--- src/rtl/oled_value_bcd.sv ---
// Converts four binary display values to packed BCD with one shared
// double-dabble engine; the four results are published together on done_out.
module oled_value_bcd #(
  parameter int BIN_W  = 20,
  parameter int DIGITS = 7
) (
  input  logic                  clk_in,
  input  logic                  rst_n_in,
  input  logic [BIN_W-1:0]      fre_in,
  input  logic [BIN_W-1:0]      am_in,
  input  logic [BIN_W-1:0]      phase_in,
  input  logic [BIN_W-1:0]      smg_in,
  input  logic                  refresh_in,
  output logic [4*DIGITS-1:0]   fre_bcd_out,
  output logic [4*DIGITS-1:0]   am_bcd_out,
  output logic [4*DIGITS-1:0]   phase_bcd_out,
  output logic [4*DIGITS-1:0]   smg_bcd_out,
  output logic                  busy_out,
  output logic                  done_out
);

  localparam int BCD_W = 4 * DIGITS;
  localparam int SR_W  = BCD_W + BIN_W;
  localparam int CNT_W = $clog2(BIN_W + 1);

  localparam logic [2:0] S_IDLE  = 3'd0;
  localparam logic [2:0] S_PREP  = 3'd1;
  localparam logic [2:0] S_SHIFT = 3'd2;
  localparam logic [2:0] S_STORE = 3'd3;
  localparam logic [2:0] S_DONE  = 3'd4;

  logic [2:0]        state;
  logic [BIN_W-1:0]  snap [4];
  logic [BCD_W-1:0]  work [4];
  logic              pending;
  logic [1:0]        ch;
  logic [CNT_W-1:0]  bit_cnt;
  logic [SR_W-1:0]   sr;
  logic [SR_W-1:0]   sr_adj;
  logic [SR_W-1:0]   sr_shift;
  logic [BIN_W-1:0]  snap_sel;
  logic              trigger;

  assign trigger = pending | refresh_in |
                   (fre_in   != snap[0]) | (am_in  != snap[1]) |
                   (phase_in != snap[2]) | (smg_in != snap[3]);

  always_comb begin
    snap_sel = snap[ch];
  end

  // Add-3 correction on each BCD digit, then one left shift of {BCD, BIN}.
  always_comb begin
    sr_adj = sr;
    for (int unsigned d = 0; d < DIGITS; d++) begin
      if (sr[BIN_W + 4*d +: 4] >= 4'd5)
        sr_adj[BIN_W + 4*d +: 4] = sr[BIN_W + 4*d +: 4] + 4'd3;
    end
    sr_shift = sr_adj << 1;
  end

  always_ff @(posedge clk_in or negedge rst_n_in) begin
    if (!rst_n_in) begin
      state         <= S_IDLE;
      pending       <= 1'b1;
      ch            <= '0;
      bit_cnt       <= '0;
      sr            <= '0;
      busy_out      <= 1'b0;
      done_out      <= 1'b0;
      fre_bcd_out   <= '0;
      am_bcd_out    <= '0;
      phase_bcd_out <= '0;
      smg_bcd_out   <= '0;
      for (int unsigned i = 0; i < 4; i++) begin
        snap[i] <= '0;
        work[i] <= '0;
      end
    end else begin
      done_out <= 1'b0;
      if (state != S_IDLE && refresh_in)
        pending <= 1'b1;
      case (state)
        S_IDLE: begin
          if (trigger) begin
            snap[0]  <= fre_in;
            snap[1]  <= am_in;
            snap[2]  <= phase_in;
            snap[3]  <= smg_in;
            pending  <= 1'b0;
            ch       <= '0;
            busy_out <= 1'b1;
            state    <= S_PREP;
          end
        end
        S_PREP: begin
          sr      <= SR_W'(snap_sel);
          bit_cnt <= '0;
          state   <= S_SHIFT;
        end
        S_SHIFT: begin
          sr      <= sr_shift;
          bit_cnt <= bit_cnt + 1'b1;
          if (bit_cnt == CNT_W'(BIN_W - 1))
            state <= S_STORE;
        end
        S_STORE: begin
          work[ch] <= sr[SR_W-1 -: BCD_W];
          // busy drops on entry to DONE so it covers only the conversion cycles
          if (ch == 2'd3) begin
            busy_out <= 1'b0;
            state    <= S_DONE;
          end else begin
            ch    <= ch + 2'd1;
            state <= S_PREP;
          end
        end
        S_DONE: begin
          fre_bcd_out   <= work[0];
          am_bcd_out    <= work[1];
          phase_bcd_out <= work[2];
          smg_bcd_out   <= work[3];
          done_out      <= 1'b1;
          state         <= S_IDLE;
        end
        default: state <= S_IDLE;
      endcase
    end
  end

endmodule

--- config.mk ---
export PLATFORM = sky130hd
export DESIGN_NAME = oled_value_bcd
export DESIGN_NICKNAME = d
export VERILOG_FILES = /design/src/rtl/oled_value_bcd.sv
export SDC_FILE = /design/constraint.sdc
export NUM_CORES = 1
export LEC_CHECK = 0
export ABC_CLOCK_PERIOD_IN_PS = 2700
export BUFFER_PORTS_ARGS = -buffer_cell sky130_fd_sc_hd__clkbuf_2
export CAP_MARGIN = 20
export CELL_PAD_IN_SITES_DETAIL_PLACEMENT = 0
export CELL_PAD_IN_SITES_GLOBAL_PLACEMENT = 1
export CORE_MARGIN = 10
export CORE_UTILIZATION = 48
export DETAILED_ROUTE_END_ITERATION = 7
export HOLD_SLACK_MARGIN = 0.15
export PLACE_DENSITY_LB_ADDON = 0.2
export SYNTH_ARGS = -nofsm -noshare
export SYNTH_HDL_FRONTEND = slang
export SYNTH_SLANG_ARGS = --single-unit
--- constraint.sdc ---
create_clock -name clk_in -period 2.7 [get_ports clk_in]
set_input_delay 0.405 -clock clk_in [delete_from_list [all_inputs] [get_ports clk_in]]
set_output_delay 0.405 -clock clk_in [all_outputs]
set_load 0.005 [all_outputs]
==> results of run 1 <==
## metrics by stage
stage	total power [uW]	instance area [sq um]	hold slack [ps]	setup slack, ps	util, %
finish	12560	19140	159.8	122.8	58.68
global route	13120	19140	150.8	0.9683	58.68
CTS	12720	19130	150.8	87.47	58.64
detailed placement	7372	17530	333.4	-162.2	53.76
global placement	7329	17530	336.7	-100.8	53.76
floorplan	6784	15870	109.4	427.8	-
## cells by family after synthesis
| group | after synthesis |
|---|---|
| fa+ha+maj | 19 |
| compound gates | 167 |
| mux | 268 |
| buf+inv | 105 |
| xor+xnor | 61 |
| simple gates | 214 |
| flops | 365 |
## worst max-delay path by stage
stage	start	to	slack (ps)	depth (start not counted)
floorplan	ch[0]	work[102]	430	6
global placement	am_in[7]	snap[0]	-100	9
detailed placement	am_in[7]	snap[0]	-160	9
CTS	smg_in[2]	snap[0]	90	10
global route	phase_in[17]	snap[0]	1	10
finish	phase_in[17]	snap[0]	120	10
## metal layers
metal | track usage, % | part of all wire, %
met5 | 0 | 0
met4 | 4.966 | 2.4
met3 | 3.646 | 5.2
met2 | 30.45 | 47
met1 | 25.58 | 45
## state kept, by name, summed over array words and instances (netlist names)
name,cells
sr,48
smg_bcd_out,28
bit_cnt,5
done_out,1
ch,2
state,3
am_bcd_out,28
phase_bcd_out,28
fre_bcd_out,28
pending,1
busy_out,1
snap,80
work,112
## final cells by class
type,count,share of cell area (%)
Inverter,41,0.8041
Clock buffer,66,6.263
Multi-Input combinational cell,729,33.05
Tap cell,442,2.889
Sequential cell,365,47.73
Clock inverter,6,0.3857
Timing Repair Buffer,263,8.878
## cell usage in the layout (no fill, tap or decap), types with 4 or more instances in the layout
cell	n
dfrtp_1	364
clkbuf_2	195
mux2_2	178
nand2_1	109
o21ai_0	70
mux2_4	59
xor2_1	54
inv_1	41
clkbuf_16	40
dlygate4sd3_1	32
nor2_1	30
buf_4	25
nor2b_1	24
mux4_2	20
a31oi_1	20
ha_1	19
clkbuf_1	16
a21oi_1	15
nand2b_1	13
nor4_1	12
o31ai_1	12
clkbuf_8	10
buf_12	10
nand4_1	8
mux2i_1	8
xnor2_1	7
o22ai_1	7
a32o_1	7
nand3_1	6
o32ai_1	6
o211ai_1	5
a221oi_1	4
a2111oi_0	4
## where the power goes
group | internal, uW | switching (uW)
Sequential | 5950 | 292
Clock | 3130 | 2150
Combinational | 575 | 468
Total | 9650 | 2910
## what timing repair did
item | in CTS | in global routing
endpoints found under the setup margin | 15 | 75
endpoints found under the hold margin | 70 | 0
hold buffers | 32 | 0
gates resized for setup | 1 | 3
==> out/qor.txt, run 1 <==
DRC Markers: 0
VDD IR-drop max: 0.4083 mV
R2r endpoint: snap[0]
Async SR Flop Fraction: 100.0%
Drt total wl: 38.16 mm
Global-route wire length before repair: 61.78 mm
DR WL/cell: 19.96 um
Adder-cell share of the synthesized area: 1.498%
Net Count, Synth: 1301
Worst hold start: smg_in[3]
Worst Hold Path EP: snap[3]
Post-synth top area share: 57.39%
CP arrival: 2960 ps
Synth Area in XOR/XNOR: 3.366%
CP required: 3080 ps
Num ports: 197
Sink Count: 365
Root Buffer: clkbuf_16
Layout cells sized above 1: 37.96%
Core Area: 0.03262 sq mm
Row Count: 66
Slowest-stage cell, CP: dlygate4sd3_1
DRT antenna net count: 0
FF/Latch Area: 0.009135 sq mm
Post-synthesis to final-layout area growth: 20.58%
Final setup viols: 0
RSZ-0062 raised after global routing: false
Vias per inst: 5.283
Height of the die: 201.8 um
CP cell instances: dlygate4sd3_1, clkbuf_2, nor2b_1, a2111oi_0, nand4_1, nor4_2, buf_4, a21oi_4, buf_12, mux2_1
TritonCTS buffer count: 40
Dpl cells: 1808
Kind of end point of the critical path: flop
Netlist cell types: 49
Flop-to-flop setup slack: 310 ps
First-pass detailed-route iteration total: 4
Multi-input gate area: 0.006326 sq mm
Setup TNS: 0 ps
1st-iter DRT viols: 563
Global route total overflow: 0
Min-delay worst type: input port to flop
Top cells by area, synth: dfrtp_1, mux2_2, mux2_4
# fillers: 2721
CP peak stage delay: 530 ps
Multiplexer share of the synthesized area: 21.76%
Worst R2R Path Depth: 8
Worst-skew pair later-pin latency: 520 ps
Post-layout minimum cycle time: 2577 ps
Port Buffers: 196
Diodes inserted: 0
Compound-gate portion of the synthesized area: 6.692%
Type of origin of the critical path: input port
Status: finished clean
Final period util: 95.45%
CP Buf/Inv Count: 4
Routability cong.: 0.8832
Slew Viols, Final: 0
Tightest Pin Transition: 855.4 ps
DR vias: 10101
# Post-CTS Setup Buffers: 0
Largest family of logic cells by synthesized area: multiplexers
Worst r2r src: snap[27]
Vias in the first global route: 10708
CTS tree: yes
Fmax: 388.0 MHz
Final Hold Fails: 0
Cell count after synthesis: 1199
Seq/Total Area, Yosys: 57.55%
Worst path top cell family by delay: buffers and inverters
Clock transition at path regs: 60 ps
H-tree depth: 2
Post-synth EDFFs: 0
Finished Layout Cells: 1912
Simple logic cell fraction of the synthesized area: 6.235%
Slew HR: 42.80%
Hold depth: 2
Die area: 0.04074 sq mm
Post-synth top cells: dfrtp_1, mux2_2, nand2_1
Cell with the most instances after synthesis: dfrtp_1
Largest net degree at the start of global routing: 100
Post-DP HPWL: 26.92 mm
Crit Path Class: input port to flop
Longest Clk Path Bufs: 3
Gr usage total: 18.86%
Antenna violations before repair: 0
Register bit total from synthesis: 365
Largest area contributor in the synthesized netlist: dfrtp_1
Top_reg_cell synth: dfrtp_1
Final nets: 1542
Yosys warns: 0
Power Density: 656.3 mW/mm^2
Max Cap Viol: 0
Post-synthesis cell area: 0.01587 sq mm
Critical path peak fanout: 27
Mean post-synth cell area: 13.24 sq um
Final setup skew: 24.45 ps
Die Wd: 201.8 um
Starting Density: 48.66%
Leak: 0.009207 uW
Note: power is estimated with default switching activity, not from simulation.
==> run 2: changes to the inputs <==
--- a/config.mk
+++ b/config.mk
@@ -16,4 +16,5 @@
 export HOLD_SLACK_MARGIN = 0.15
 export PLACE_DENSITY_LB_ADDON = 0.2
+export REMOVE_ABC_BUFFERS = 1
 export SYNTH_ARGS = -nofsm -noshare
 export SYNTH_HDL_FRONTEND = slang
==> constraint.sdc (replaced) <==
create_clock -name clk_in -period 2.7 [get_ports clk_in]
set_input_delay 0.54 -clock clk_in [delete_from_list [all_inputs] [get_ports clk_in]]
set_output_delay 0.54 -clock clk_in [all_outputs]
set_load 0.005 [all_outputs]
==> out/qor.txt, run 2 (synthesis results as in run 1) <==
Status: finished clean
Kind of end point of the critical path: flop
Seq pwr share: 49.1%
Pre-CTS setup slack: -156.2 ps
Leak: 0.009121 uW
Final Hold Fails: 0
First-pass detailed-route iteration total: 5
CP arrival: 2940 ps
Power Density: 671.3 mW/mm^2
Global route total overflow: 0
Gr usage total: 18.27%
Die area: 0.04074 sq mm
DRC Markers: 0
Final period util: 94.09%
Clk pwr share: 42.9%
CTS tree: yes
CP startpoint: snap[76]
Largest reg by FF count: work
Largest register FFs: 112
Post-layout minimum cycle time: 2540 ps
Slew HR: 46.09%
Internal power: 9834 uW
Crit Path Class: flop to flop
Height of the die: 201.8 um
Clock transition at path regs: 60 ps
Routability cong.: 0.8642
Final setup viols: 0
VDD IR-drop max: 0.4373 mV
CP peak stage delay: 500 ps
Slew Viols, Final: 0
Post-synthesis to final-layout area growth: 19.20%
Final nets: 1513
Met3 GRT Util: 3.902%
Met2 usage: 29.22%
Most frequent cells in the layout: dfrtp_1, clkbuf_2, mux2_2, nand2_1, o21ai_0
Port Buffers: 196
Core Area: 0.03262 sq mm
Starting Density: 48.66%
CP cell instances: xor2_1, nor4_1, nand4_1, nor4_1, buf_4, a21oi_4, buf_12, mux2_1
CP required: 3100 ps
RSZ-0062 raised after global routing: false
Sink Count: 365
Global-route wire length before repair: 60.17 mm
Critical path peak fanout: 26
Placed cell areas: 0.01758 sq mm
Antenna violations before repair: 0
TritonCTS buffer count: 40
Worst-skew pair later-pin latency: 530 ps
Worst r2r src: snap[76]
Sw Pwr: 2867 uW
Drt total wl: 37.23 mm
Tightest Pin Transition: 807.7 ps
Diodes inserted: 0
DR vias: 10001
Sw frac: 22.57%
1st-iter DRT viols: 658
Row Count: 66
Fmax: 393.7 MHz
Combinational share of power: 7.9%
Setup ws final: 159.7 ps
Largest net degree at the start of global routing: 73
Final Util: 58.01%
Worst hold start: smg_in[0]
Root Buffer: clkbuf_16
Met1 usage: 24.58%
H-tree depth: 2
Most Frequent Cell on Critical Path: nor4_1
Longest Clk Path Bufs: 3
Biggest regs: work x112, snap x80, sr x48
Most Used Layer, Global Route: met2
Type of origin of the critical path: flop
# Post-CTS Setup Buffers: 0
Num ports: 197
Min-delay worst type: input port to flop
DR WL/cell: 19.80 um
Vias per inst: 5.320
Min Hold Slack: 269.3 ps
Slowest-stage cell, CP: nor4_1
Post-DP HPWL: 26.15 mm
Max Cap Viol: 0
Final setup skew: 11.97 ps
Die Wd: 201.8 um
DRT antenna net count: 0
Vias in the first global route: 10513
Commonest non-fill, non-tap cell in the layout: dfrtp_1
Layout cells sized above 1: 39.15%
Non-Filler Cell Area, Final: 0.01892 sq mm
==> run 2: final cells by class <==
cell class / instances / area [sq um]
clock inverters: 11 / 178.9
clock buffers: 58 / 1149
flip-flops and latches: 365 / 9135
repair buffers: 234 / 1429
fillers: 2725 / 13700
multi-input cells: 729 / 6322
inverters: 41 / 153.9
well taps: 442 / 553.0
==> run 2: path summary, 6_finish.rpt <==
kind	end	slack, ps	depth (start not counted)
max	snap[2]	160	8
max in group asynchronous	pending	1310	3
min in group asynchronous	fre_bcd_out[23]	560	2
min	snap[0]	270	2
min reg2reg	work[37]	470	2
max reg2reg	snap[2]	160	8
==> run 2: repair_timing <==
item,CTS,global route
endpoints found under the hold margin,58,0
hold buffers,1,0
endpoints found under the setup margin,0,60
resized for setup,0,1
==> run 2: metrics by stage <==
| step | instances | power, uW | TNS [ps] |
|---|---|---|---|
| floorplan | 1135 | 6783 | -1201810 |
| global placement | 1810 | 7323 | -8438 |
| detailed placement | 1810 | 7374 | -9127 |
| CTS | 1880 | 12890 | 0 |
| global route | 1880 | 13260 | 0 |
| finish | 1880 | 12700 | 0 |
==> run 2: metal layers <==
metal | wire length (um) | part of all wire [%]
met3 | 1818 | 4.9
met2 | 17770 | 48
met4 | 937 | 2.5
met1 | 16700 | 45
met5 | 0 | 0
==> run 2: critical path, delay by kind of cell, from the launching register on <==
family                 cells  cell delay [ps]
AO/OA/AOI/OAI              1              110
XOR/XNOR                   1              170
buffers and inverters      2              380
flip-flops                 1              400
multiplexers               1              320
AND/OR/NAND/NOR            3             1030
==> run 2: power groups by stage <==
stage                     clock (uW)  combinational [uW]  sequential, uW
after global routing            5840                1130            6300
after floorplan                    0                 530            6250
final                           5450                1000            6240
after global placement             0                 998            6330
after CTS                       5610                1030            6250
after detailed placement           0                1030            6350
